## config.mk

```make
export PLATFORM = sky130hd
export DESIGN_NAME = lc3_int_ctrl_flat
export DESIGN_NICKNAME = d
export VERILOG_FILES = /design/src/rtl/lc3_int_ctrl_pkg.sv /design/src/rtl/lc3_int_ctrl_if.sv /design/src/rtl/lc3_int_arbiter.sv /design/src/rtl/lc3_int_ctrl.sv /design/src/flat_wrapper.sv
export SDC_FILE = /design/constraint.sdc
export NUM_CORES = 1
export LEC_CHECK = 0
export CORE_MARGIN = 1.5
export CORE_UTILIZATION = 53
export DETAILED_ROUTE_END_ITERATION = 6
export PLACE_DENSITY_LB_ADDON = 0.15
export SLEW_MARGIN = 20
export SYNTH_ARGS = -nofsm -noshare
export SYNTH_HDL_FRONTEND = slang
export SYNTH_SLANG_ARGS = --single-unit
```

## constraint.sdc

```tcl
create_clock -name clk -period 7.3 [get_ports clk]
set_clock_uncertainty 0.2 [all_clocks]
set_input_delay 1.46 -clock clk [delete_from_list [all_inputs] [get_ports clk]]
set_output_delay 1.46 -clock clk [all_outputs]
set_load 0.005 [all_outputs]
```

## src/rtl/lc3_int_ctrl_pkg.sv

```systemverilog
// Shared types and constants for the LC-3 interrupt controller.
package lc3Pkg;
    localparam logic [7:0] INT_VEC_BASE = 8'h80;
    localparam int         INT_PRIO_W   = 3;

    typedef enum logic [1:0] {INT_IDLE, INT_REQ, INT_HOLD} IntCtrlStates;
endpackage

```

## src/rtl/lc3_int_ctrl_if.sv

```systemverilog
// INT / int_ack handshake between the interrupt controller (master) and control unit (slave).
interface lc3_int_ctrl_if #(
    parameter int PRIO_W = 3,
    parameter int VEC_W  = 8
);
    logic              INT;
    logic [VEC_W-1:0]  int_vector;
    logic [PRIO_W-1:0] int_prio;
    logic              int_ack;

    modport master (output INT, int_vector, int_prio, input int_ack);
    modport slave  (input INT, int_vector, int_prio, output int_ack);
endinterface

```

## src/rtl/lc3_int_arbiter.sv

```systemverilog
// Combinational priority pick: highest priority wins, ties go to the lowest index.
module lc3_int_arbiter #(
    parameter int NUM_SRC = 4,
    parameter int PRIO_W  = 3,
    localparam int IDX_W  = (NUM_SRC > 1) ? $clog2(NUM_SRC) : 1
) (
    input  logic [NUM_SRC-1:0]             eligible,
    input  logic [NUM_SRC-1:0][PRIO_W-1:0] prio,
    output logic [IDX_W-1:0]               winIdx,
    output logic                           winValid
);
    logic [PRIO_W-1:0] bestPrio;

    always_comb begin
        winIdx   = '0;
        winValid = 1'b0;
        bestPrio = '0;
        // Strict compare keeps the earlier (lower) index on a tie.
        for (int i = 0; i < NUM_SRC; i++) begin
            if (eligible[i] && (!winValid || prio[i] > bestPrio)) begin
                winValid = 1'b1;
                bestPrio = prio[i];
                winIdx   = IDX_W'(i);
            end
        end
    end
endmodule

```

## src/rtl/lc3_int_ctrl.sv

```systemverilog
// Interrupt controller feeding the LC-3 control unit INT input: latches requests,
// arbitrates against PSR priority and holds a stable vector/priority until acked.
module lc3_int_ctrl
    import lc3Pkg::*;
#(
    parameter int                 NUM_SRC   = 4,
    parameter int                 PRIO_W    = INT_PRIO_W,
    parameter int                 VEC_W     = 8,
    parameter logic [VEC_W-1:0]   VEC_BASE  = VEC_W'(INT_VEC_BASE),
    parameter logic [NUM_SRC-1:0] EDGE_MASK = {NUM_SRC{1'b1}},
    localparam int                SEL_W     = (NUM_SRC > 1) ? $clog2(NUM_SRC) : 1
) (
    input  logic                 clk,
    input  logic                 rst,
    input  logic [NUM_SRC-1:0]   irq,
    input  logic [PRIO_W-1:0]    cur_prio,
    input  logic                 cfg_we,
    input  logic [SEL_W-1:0]     cfg_sel,
    input  logic [PRIO_W:0]      cfg_data,
    lc3_int_ctrl_if.master       bus,
    output logic [NUM_SRC-1:0]   pending
);
    if (int'(VEC_BASE) + NUM_SRC - 1 >= (1 << VEC_W)) begin : gVecRange
        $error("lc3_int_ctrl: VEC_BASE+NUM_SRC-1 does not fit in VEC_W bits");
    end

    IntCtrlStates                 state;
    logic [NUM_SRC-1:0]           en, irqPrev, eligible, ackClr;
    logic [NUM_SRC-1:0][PRIO_W-1:0] prio;
    logic [SEL_W-1:0]             capIdx, winIdx;
    logic                         winValid, capElig;

    always_comb begin
        eligible = '0;
        for (int i = 0; i < NUM_SRC; i++)
            eligible[i] = pending[i] & en[i] & (prio[i] > cur_prio);
    end

    assign capElig = eligible[capIdx];

    // Only an edge source taken while requesting loses its pending bit on ack.
    always_comb begin
        ackClr = '0;
        if (state == INT_REQ && bus.int_ack)
            ackClr[capIdx] = EDGE_MASK[capIdx];
    end

    lc3_int_arbiter #(.NUM_SRC(NUM_SRC), .PRIO_W(PRIO_W)) uArb (
        .eligible (eligible),
        .prio     (prio),
        .winIdx   (winIdx),
        .winValid (winValid)
    );

    always_ff @(posedge clk or posedge rst) begin
        if (rst) begin
            pending <= '0;
            irqPrev <= '0;
            en      <= '0;
            prio    <= '0;
        end else begin
            irqPrev <= irq;
            // A fresh edge outranks an ack clear landing in the same cycle.
            pending <= (EDGE_MASK & ((irq & ~irqPrev) | (pending & ~ackClr)))
                     | (~EDGE_MASK & irq);
            if (cfg_we && int'(cfg_sel) < NUM_SRC) begin
                en[cfg_sel]   <= cfg_data[PRIO_W];
                prio[cfg_sel] <= cfg_data[PRIO_W-1:0];
            end
        end
    end

    always_ff @(posedge clk or posedge rst) begin
        if (rst) begin
            state          <= INT_IDLE;
            capIdx         <= '0;
            bus.INT        <= 1'b0;
            bus.int_vector <= '0;
            bus.int_prio   <= '0;
        end else begin
            case (state)
                INT_IDLE: begin
                    if (winValid) begin
                        capIdx         <= winIdx;
                        bus.int_vector <= VEC_BASE + VEC_W'(winIdx);
                        bus.int_prio   <= prio[winIdx];
                        bus.INT        <= 1'b1;
                        state          <= INT_REQ;
                    end
                end
                INT_REQ: begin
                    if (bus.int_ack) begin
                        bus.INT <= 1'b0;
                        state   <= INT_HOLD;
                    end else if (!capElig) begin
                        bus.INT <= 1'b0;
                        state   <= INT_IDLE;
                    end
                end
                INT_HOLD: state <= INT_IDLE;
                default: begin
                    bus.INT <= 1'b0;
                    state   <= INT_IDLE;
                end
            endcase
        end
    end
endmodule
```

## src/flat_wrapper.sv

```systemverilog
// flat-port wrapper written by rule: the top's interface ports become plain ports
module lc3_int_ctrl_flat import lc3Pkg::*;
#(
    parameter int                 NUM_SRC   = 4,
    parameter int                 PRIO_W    = INT_PRIO_W,
    parameter int                 VEC_W     = 8,
    parameter logic [VEC_W-1:0]   VEC_BASE  = VEC_W'(INT_VEC_BASE),
    parameter logic [NUM_SRC-1:0] EDGE_MASK = {NUM_SRC{1'b1}},
    localparam int                SEL_W     = (NUM_SRC > 1) ? $clog2(NUM_SRC) : 1
)
  (clk, rst, irq, cur_prio, cfg_we, cfg_sel, cfg_data, pending, bus_INT, bus_int_vector, bus_int_prio, bus_int_ack);
  lc3_int_ctrl_if #(.PRIO_W(PRIO_W), .VEC_W(VEC_W)) bus_i ();
  input  logic clk;
  input  logic rst;
  input  logic [NUM_SRC-1:0] irq;
  input  logic [PRIO_W-1:0] cur_prio;
  input  logic cfg_we;
  input  logic [SEL_W-1:0] cfg_sel;
  input  logic [PRIO_W:0] cfg_data;
  output logic [NUM_SRC-1:0] pending;
  output wire logic [$bits(bus_i.INT)-1:0] bus_INT;
  output wire logic [$bits(bus_i.int_vector)-1:0] bus_int_vector;
  output wire logic [$bits(bus_i.int_prio)-1:0] bus_int_prio;
  input wire logic [$bits(bus_i.int_ack)-1:0] bus_int_ack;
  assign bus_INT = bus_i.INT;
  assign bus_int_vector = bus_i.int_vector;
  assign bus_int_prio = bus_i.int_prio;
  assign bus_i.int_ack = bus_int_ack;
  lc3_int_ctrl #(.NUM_SRC(NUM_SRC), .PRIO_W(PRIO_W), .VEC_W(VEC_W), .VEC_BASE(VEC_BASE), .EDGE_MASK(EDGE_MASK)) u_core (.clk(clk), .rst(rst), .irq(irq), .cur_prio(cur_prio), .cfg_we(cfg_we), .cfg_sel(cfg_sel), .cfg_data(cfg_data), .bus(bus_i), .pending(pending));
endmodule
```

; After elaboration in Yosys (flattened, before gate mapping)
; Index checks and enable logic that the tools add are counted.
[totals]
reg_bits = 40
in_bits = 17
elab_cells = 93
out_inout_bits = 16
[classes]
bitwise_logic = 15
n_reduce_logical = 16
add_sub_neg = 1
n_lt_le_gt_ge = 12
eq_ne = 4
n_mux = 33
[ops]
columns = operator, count
row1 = $gt A3 B3 Y1, 7
row2 = $mux W3, 5
row3 = $and A4 B4 Y4, 3
row4 = $bwmux W12, 1
row5 = $mux W1, 12
row6 = $mux W2, 5
row7 = $lt A2 B3 Y1 const B, 3
row8 = $add A8 B2 Y8 const A, 1
row9 = $and A1 B1 Y1, 8
row10 = $not A4 Y4, 2
row11 = $bmux W3 S2, 1
row12 = $demux W3 S2, 1
row13 = $logic_and A1 B1 Y1, 6
row14 = $bmux W1 S2, 2
row15 = $bwmux W4, 1
row16 = $demux W1 S2, 2
row17 = $ge A2 B1 Y1 const B, 2
row18 = $mux W4, 1
row19 = $or A4 B4 Y4, 1
row20 = $pmux W2 S2, 1
row21 = $reduce_and A2 Y1, 2
row22 = $logic_not A1 Y1, 3
row23 = $logic_or A1 B1 Y1, 3
row24 = $ne A3 B3 Y1 const B, 1
row25 = 7 further kinds, 7

; Longest topological paths before layout
; Gate-level depths: netlist (run 1).
[depth]
depth_word = 17
mapped_depth = 28
ltp_nobuf = 26

; Cells and area by module
; Synthesis (run 1) repeated with hierarchy kept, for this count alone.
[unflattened]
hier_cells = 185
hier_area_um2 = 2035.7
[by_module_without_submodules]
columns = mod, seq_area_each_um2, n_inst, cells_each, area_per_inst_um2
row1 = lc3_int_ctrl, 825.8, 1, 139, 1692.9
row2 = lc3_int_arbiter, 0.0, 1, 46, 342.8

; Worst setup path after synthesis (run 1)
; No wires, ideal clock.
[synth_timing]
path_kind = input to register
start = in cur_prio[1]
end = reg u_core.bus.int_prio[1]
t_arrival_ns = 6.186
setup_ns = 0.101
path_stages = 27
n_path_buf = 2
t_required_ns = 6.999
slack_ns = 0.814
cell_sequence = inv_1 -> ha_1 -> nor2b_1 -> o311a_1 -> and2_1 -> nand2_1 -> ha_1 -> a211oi_1 -> o211ai_1 -> and2_0 -> clkbuf_1 -> a22oi_1 -> ha_1 -> nor2b_1 -> o21a_1 -> o21ai_0 -> a21o_1 -> clkbuf_1 -> nor2_1 -> a21o_1 -> ha_1 -> nor2b_1 -> o21ai_0 -> a32oi_1 -> o21ai_0 -> o211ai_1 -> o32ai_1
[synth_between]
elab_chain_cells = 17
word_cells_on_any_way = 33
cone_classes = 7 x order compare / 12 x mux / 4 x bitwise / 10 x reduce/logical
[synth_lines]
columns = item, line_no
row1 = "start, declared", flat_wrapper.sv:16  ; input logic [PRIO_W-1:0] cur_prio;
row2 = $gt A3 B3 Y1, lc3_int_ctrl.sv:36  ; eligible[i] = pending[i] & en[i] & (prio[i] > cur_prio);
row3 = $and A1 B1 Y1, lc3_int_ctrl.sv:36
row4 = $mux W3 / $mux W1 (equally long branches), lc3_int_arbiter.sv:20  ; if (eligible[i] && (!winValid || prio[i] > bestPrio)) begin
row5 = $gt A3 B3 Y1 / $logic_not A1 Y1 (equally long branches), lc3_int_arbiter.sv:20
row6 = $logic_or A1 B1 Y1, lc3_int_arbiter.sv:20
row7 = $logic_and A1 B1 Y1, lc3_int_arbiter.sv:20
row8 = $mux W3 / $mux W1 (equally long branches), lc3_int_arbiter.sv:20
row9 = $gt A3 B3 Y1 / $logic_not A1 Y1 (equally long branches), lc3_int_arbiter.sv:20
row10 = $logic_or A1 B1 Y1, lc3_int_arbiter.sv:20
row11 = $logic_and A1 B1 Y1, lc3_int_arbiter.sv:20
row12 = $mux W3 / $mux W1 (equally long branches), lc3_int_arbiter.sv:20
row13 = $gt A3 B3 Y1 / $logic_not A1 Y1 (equally long branches), lc3_int_arbiter.sv:20
row14 = $logic_or A1 B1 Y1, lc3_int_arbiter.sv:20
row15 = $logic_and A1 B1 Y1, lc3_int_arbiter.sv:20
row16 = $mux W2, lc3_int_arbiter.sv:20
row17 = $bmux W3 S2, lc3_int_ctrl.sv:86  ; bus.int_prio <= prio[winIdx];
row18 = $mux W3 (implied by the code), lc3_int_ctrl.sv:86
row19 = "end signal, assigned", lc3_int_ctrl.sv:86
row20 = "end, declared", lc3_int_ctrl_if.sv:11  ; modport master (output INT, int_vector, int_prio, input int_ack);
; Several ways; a longest one is shown, not always the timed one. The select of a mux whose other input is x is not followed.
; A chain may end at the register's enable or synchronous reset.

; Final worst setup path (run 1)
[layout_timing]
start = in cur_prio[1]
end = reg u_core.bus.int_prio[2]
; Same word-level chain as after synthesis.

==> summary.md, run 1 <==
| Metric | Value |
|---|---|
| Clock latency on the worst-skew pair | `290 ps` |
| Final total power | `approximately 0.00077 W` |
| Nets@finish | `between 200 and 300` |
| Final sum of negative setup slack | `0 ps` |
| Pre-Repair DR Iteration Count | `4` |
| Quantity of hold-fixing buffers added after cts | `0` |
| Final design utilization | `0.668` |
| Number of distinct library cells after synthesis | `44` |
| Critical Path Most Common Cell | `ha_1` |
| Critical path capture point type | `flip-flop` |
| Commonest cells in the synthesized netlist | `33 x dfrtp_1, 21 x ha_1, 17 x inv_1, 16 x mux2_2` |
| Share of final-layout standard cells stronger than drive strength 1 | `0.146` |
| GRT Total Usage | `0.241` |
| Tightest Hold Check Type | `reg2reg` |
| Worst Tran Pin Value | `807 ps` |
| Antenna cells | `0` |
| DRC violation total after the first TritonRoute iteration | `107` |
| Top Family by Delay on Critical Path | `compound AO/OA/AOI/OAI gates` |
| Number of max-slew violations in the final report | `0` |
| Synth Register Bits | `33` |
| Clock-pin slew on the worst setup and hold paths | `roughly 70 ps` |
| Max Clk Rate | `145 MHz` |
| Vias in the first global route | `1623` |
| Antenna violation net count after detailed routing | `0` |
| Power Density | `a little over 300 nW/um^2` |
| Depth of the worst register-to-register path | `25` |
| Detailed-route wire length | `4640 um` |
| Leakage | `around 1.1 nW` |
| Number of buffers created by CTS | `5` |
| Outcome | `finished clean` |
| Final Hold Vio Count | `0` |
| Routed WL per cell | `about 16 um` |
| Final critical delay including setup and external delays | `a little under 7000 ps` |
| Global-route wire length before repair | `7620 um` |
| Critical Path Stages | `27` |
| Most frequent cell after synthesis | `dfrtp_1` |
| Slew Limit Headroom | `0.462` |
| Total global routing overflow | `0` |
| Post-synthesis instance area | `2070 um^2` |
| Maximum number of pins on one net before global-route repair | `18` |
| Sequential-to-total area share from yosys stat | `0.398` |
| Placeable core area | `~3700 um^2` |
| Worst Hold Depth | `1` |
| Via count of the routed design | `between 1500 and 2000` |
| Required time at the worst-slack endpoint | `slightly above 7000 ps` |
| # H-tree levels | `2` |
| Detailed-placement wirelength estimate | `roughly 3700 um` |
| P&R area growth vs syn | `19.7%` |
| Vias per std cell | `5.84` |
| Number of synthesized flops with an enable pin | `0` |
| DIE HEIGHT | `about 66 um` |
| Placer congestion estimate | `0.915` |
| Boundary Pins | `33` |
| TritonCTS clock tree | `done` |
| Worst-path fanout max | `6` |
| Port Buffer Count | `27` |
| Portion of the clock cycle consumed by the worst path in the final layout | `0.946` |
| Buffers from clock root to sink, at most | `2` |
| Number of DRC violations after detailed routing | `0` |
| Final setup viols | `0` |
| Post-synthesis area per instance | `between 10 and 15 um^2` |
| Count of buffering cells on the critical path with inverters included | `3` |
| Summed area of non-filler cells in the final layout | `2480 um^2` |
| Dominant synthesized flop cell | `dfrtp_1` |
| Overall die area | `4300 um^2` |
| Antenna violations before repair | `0` |
| Share of synthesized flip-flops with an asynchronous set or reset | `1.00` |
| Number of cell rows | `22` |
| Largest stage delay on the critical path | `450 ps` |
| YS warnings | `0` |
| Post-synthesis instance total | `around 200` |
| Share of the synthesized area in the top cell type | `0.398` |
| Ranking of synthesized cells by area | `dfrtp_1 40%, ha_1 13%, mux2_2 8.7%` |
| Initial standard-cell utilization of the core | `0.558` |
| RSZ-0062 raised after global routing | `false` |
| Data arrival time of the critical path | `a little under 7000 ps` |
| Total clock sinks | `33` |
| Overall die width | `between 60 and 70 um` |
| Synth area leader | `dfrtp_1` |
| Startpoint kind of the worst setup timing path | `primary input` |
| Max stage delay cell, worst path | `clkdlybuf4s50_1` |
| Instance area after placement | `about 2400 um^2` |
| Maximum vdd drop | `0.182 mV` |
| Critical Setup Path Class | `in2reg` |
| Count of max-cap constraint violations | `0` |
| Root Buffer Master | `clkbuf_8` |
through the flow:
stage,hold slack [ps],instances,setup WS (ps)
2_1_floorplan,200,208,814
6_report,223,287,394
5_1_grt,237,287,23.3
3_5_place_dp,218,278,46.7
4_1_cts,228,286,297
3_3_place_gp,203,278,264
where the power goes:
group	leakage, nW	internal, W	switching [W]	total, W
Clock	0.0439	0.0000657	0.0000685	0.000134
Combinational	0.688	0.000180	0.000169	0.000349
Sequential	0.375	0.000229	0.0000568	0.000286
Total	1.11	0.000475	0.000294	0.000769
per-layer routing:
metal / track usage / vias up / wire (um) / part of all wire
met4: 0.122 / 0 / 152 / 0.033
met2: 0.379 / 47 / 2170 / 0.47
met1: 0.311 / 805 / 2160 / 0.46
met5: 0 / - / 0 / 0
met3: 0.0565 / 15 / 160 / 0.034
li1: - / 809 / - / -
final cells by class:
cell class	count	area [um^2]
flip-flops and latches	33	826
multi-input cells	150	1150
fillers	281	1230
clock buffers	5	68.8
clock inverters	3	17.5
repair buffers	31	300
well taps	48	60.1
inverters	17	63.8
logic make-up (layout without fill, tap and decap cells):
family	Yosys count	in the layout	share of synthesized area
AOI/OAI and AO/OA	53	53	0.176
adders and majority gates	21	21	0.127
buffers and inverters	25	56	0.0561
DFF	33	33	0.398
muxes	19	19	0.107
other	1	5	0.00181
and+or+nand+nor	52	52	0.134
what timing repair did:
| item | 4_1_cts | 5_1_grt |
|---|---|---|
| buffers inserted | 0 | 1 |
| endpoints found under the setup margin | 0 | 4 |
| resized for setup | 0 | 2 |
worst register-to-register path, delay by kind of cell, from the launching register on:
family	cells	cell delay, ps
DFF	1	450
and+or+nand+nor	8	1040
buffers and inverters	1	160
adders and majority gates	4	1210
AOI/OAI and AO/OA	12	2460
path summary, 6_finish.rpt:
path / start / to / slack [ps]
max: cur_prio[1] / u_core.bus.int_prio[2]$_DFFE_PP0P_ / 390
min: u_core.irqPrev[1]$_DFF_PP0_ / u_core.pending[1]$_DFF_PP0_ / 220
min reg2reg: u_core.irqPrev[1]$_DFF_PP0_ / u_core.pending[1]$_DFF_PP0_ / 220
min in group asynchronous: rst / u_core.prio[6]$_DFFE_PP0P_ / 1340
max in group asynchronous: rst / u_core.state[0]$_DFFE_PP0P_ / 4910
max reg2reg: u_core.prio[1]$_DFFE_PP0P_ / u_core.bus.int_prio[2]$_DFFE_PP0P_ / 1650
cell usage in the layout, fill, tap and decap left out, drive strengths merged, types with 2 or more instances in the layout:
cell           synthesis  layout
nand3b                 3       3
o31ai                  2       2
o211ai                 4       4
nand2                  9       9
mux2                  16      16
a22oi                  3       3
buf                    6       4
or3                    3       3
nor2                  13      13
and3                   2       2
inv                   17      17
a31oi                  7       7
or2                    3       3
mux2i                  2       2
clkdlybuf4s50          0      27
nor2b                  5       5
nand3                  4       4
nor3                   2       2
dfrtp                 33      33
ha                    21      21
conb                   1       5
a21o                   5       5
clkbuf                 2       5
o21ai                 13      13
o311a                  2       2
a21oi                  5       5
o32ai                  3       3
clkinv                 0       2
and2                   3       3
flip-flops by register name, indices dropped and copies added, names as in the netlist:
| register | count |
|---|---|
| u_core.irqPrev | 4 |
| u_core.en | 4 |
| u_core.bus.int_vector | 2 |
| u_core.bus.INT | 1 |
| u_core.pending | 4 |
| u_core.state | 2 |
| u_core.bus.int_prio | 3 |
| u_core.capIdx | 1 |
| u_core.prio | 12 |
Power figures use the tool's default switching activity.
==> run 2, diff against run 1 <==
- clock period: 7.3 -> 6.94 ns (I/O delays scaled with it)
==> run 2 against run 1 <==
Against the previous run: via count increased by 2.8%; combinational power increased by 13%; core utilization increased by 2.2 points; clock power increased by 37%; critical endpoint unchanged.
==> summary.md, run 2 (synthesized netlist as in run 1, its figures left out) <==
| Metric | Value |
|---|---|
| Critical Path Most Common Cell | `ha_1` |
| DRC violation total after the first TritonRoute iteration | `95` |
| Buffers from clock root to sink, at most | `2` |
| Total global routing overflow | `0` |
| Boundary Pins | `33` |
| Antenna cells | `0` |
| Nets@finish | `280` |
| Quantity of hold-fixing buffers added after cts | `0` |
| # H-tree levels | `2` |
| Maximum vdd drop | `a little under 0.2 mV` |
| Number of max-slew violations in the final report | `0` |
| Worst Tran Pin Value | `between 800 and 900 ps` |
| Overall die width | `65.6 um` |
| Vias per std cell | `5.92` |
| Vias in the first global route | `approximately 1800` |
| Required time at the worst-slack endpoint | `6900 ps` |
| Detailed-route wire length | `between 4000 and 5000 um` |
| Final Hold Vio Count | `0` |
| Number of cell rows | `22` |
| Total clock sinks | `33` |
| Global-route wire length before repair | `between 7000 and 8000 um` |
| Clock latency on the worst-skew pair | `~290 ps` |
| Detailed-placement wirelength estimate | `between 3000 and 4000 um` |
| Count of buffering cells on the critical path with inverters included | `4` |
| Clock-pin slew on the worst setup and hold paths | `~70 ps` |
| Critical path capture point type | `flip-flop` |
| Most common cell after layout, fill and taps aside | `dfrtp_1` |
| Critical Setup Path Class | `in2reg` |
| Pre-Repair DR Iteration Count | `4` |
| P&R area growth vs syn | `23.6%` |
| Final setup viols | `0` |
| Most flops, register | `u_core.prio` |
| Via count of the routed design | `1723` |
| Final sum of negative setup slack | `0 ps` |
| Antenna violations before repair | `0` |
| Outcome | `finished clean` |
| Portion of the clock cycle consumed by the worst path in the final layout | `0.958` |
| Top Family by Delay on Critical Path | `compound AO/OA/AOI/OAI gates` |
| Overall die area | `about 4300 um^2` |
| Max FFs per register | `12` |
| Placer congestion estimate | `roughly 0.89` |
| GRT Total Usage | `0.253` |
| Startpoint kind of the worst setup timing path | `primary input` |
| Slew Limit Headroom | `0.463` |
| Most used cells in the layout excluding fill and tap cells | `33 x dfrtp_1, 27 x clkdlybuf4s50_1, 21 x ha_1` |
| Count of max-cap constraint violations | `0` |
| Number of buffers created by CTS | `5` |
| Max stage delay cell, worst path | `clkdlybuf4s50_1` |
| DIE HEIGHT | `65.6 um` |
| Routed WL per cell | `around 17 um` |
| Port Buffer Count | `27` |
| Maximum number of pins on one net before global-route repair | `18` |
| Final total power | `0.000879 W` |
| Number of fill cells in the layout | `a little under 300` |
| Max Clk Rate | `~150 MHz` |
| Power Density | `343 nW/um^2` |
| Tightest Hold Check Type | `reg2reg` |
| Antenna violation net count after detailed routing | `0` |
| Share of final-layout standard cells stronger than drive strength 1 | `0.177` |
| Number of DRC violations after detailed routing | `0` |
| Initial standard-cell utilization of the core | `0.558` |
| Largest stage delay on the critical path | `between 400 and 500 ps` |
| Placeable core area | `3720 um^2` |
| Root Buffer Master | `clkbuf_8` |
| TritonCTS clock tree | `done` |
| Leakage | `1.14 nW` |
| Data arrival time of the critical path | `approximately 6600 ps` |
| Worst-path fanout max | `6` |
| Final critical delay including setup and external delays | `roughly 6600 ps` |
[run 2: path summary, 6_finish.rpt]
check / depth (start not counted) / from / slack, ps / to
max: 27 / cur_prio[1] / 290 / u_core.bus.int_prio[2]$_DFFE_PP0P_
min: 1 / u_core.irqPrev[2]$_DFF_PP0_ / 230 / u_core.pending[2]$_DFF_PP0_
max reg2reg: 25 / u_core.prio[1]$_DFFE_PP0P_ / 1470 / u_core.bus.int_prio[2]$_DFFE_PP0P_
min reg2reg: 1 / u_core.irqPrev[2]$_DFF_PP0_ / 230 / u_core.pending[2]$_DFF_PP0_
max in group asynchronous: 3 / rst / 4620 / u_core.state[0]$_DFFE_PP0P_
min in group asynchronous: 2 / rst / 1270 / u_core.en[2]$_DFFE_PP0P_
[run 2: report_power, final]
group	total, W	internal [W]	switching [W]
Clock	0.000183	0.000107	0.0000759
Sequential	0.000299	0.000240	0.0000583
Combinational	0.000396	0.000206	0.000191
[run 2: metal layers]
layer	wire length, um	part of all wire	global-route usage	vias to the layer above
met5	0	0	0	-
met4	207	0.042	0.154	0
met3	210	0.043	0.0411	16
met2	2350	0.48	0.425	60
met1	2160	0.44	0.305	830
li1	-	-	-	817
[run 2: repair_timing]
action,CTS,global route
endpoints found under the setup margin,0,5
resized for setup,0,6
setup buffers,0,1
[run 2: final cells by class]
cell class	count	area, um^2	area share
Inverter	17	63.8	0.0249
Clock buffer	5	68.8	0.0268
Timing Repair Buffer	35	330	0.129
Multi-Input combinational cell	150	1170	0.456
Tap cell	48	60.1	0.0234
Clock inverter	3	46.3	0.0181
Sequential cell	33	826	0.322
[run 2: metrics by stage]
stage	utilization	setup WS, ps	cell area (um^2)	cells	hold WS [ps]
global placement	0.651	228	2420	282	204
finish	0.690	294	2560	291	227
CTS	0.682	301	2530	290	232
detailed placement	0.651	5.83	2420	282	222
floorplan	-	526	2090	208	200
global route	0.690	-18.8	2560	291	256
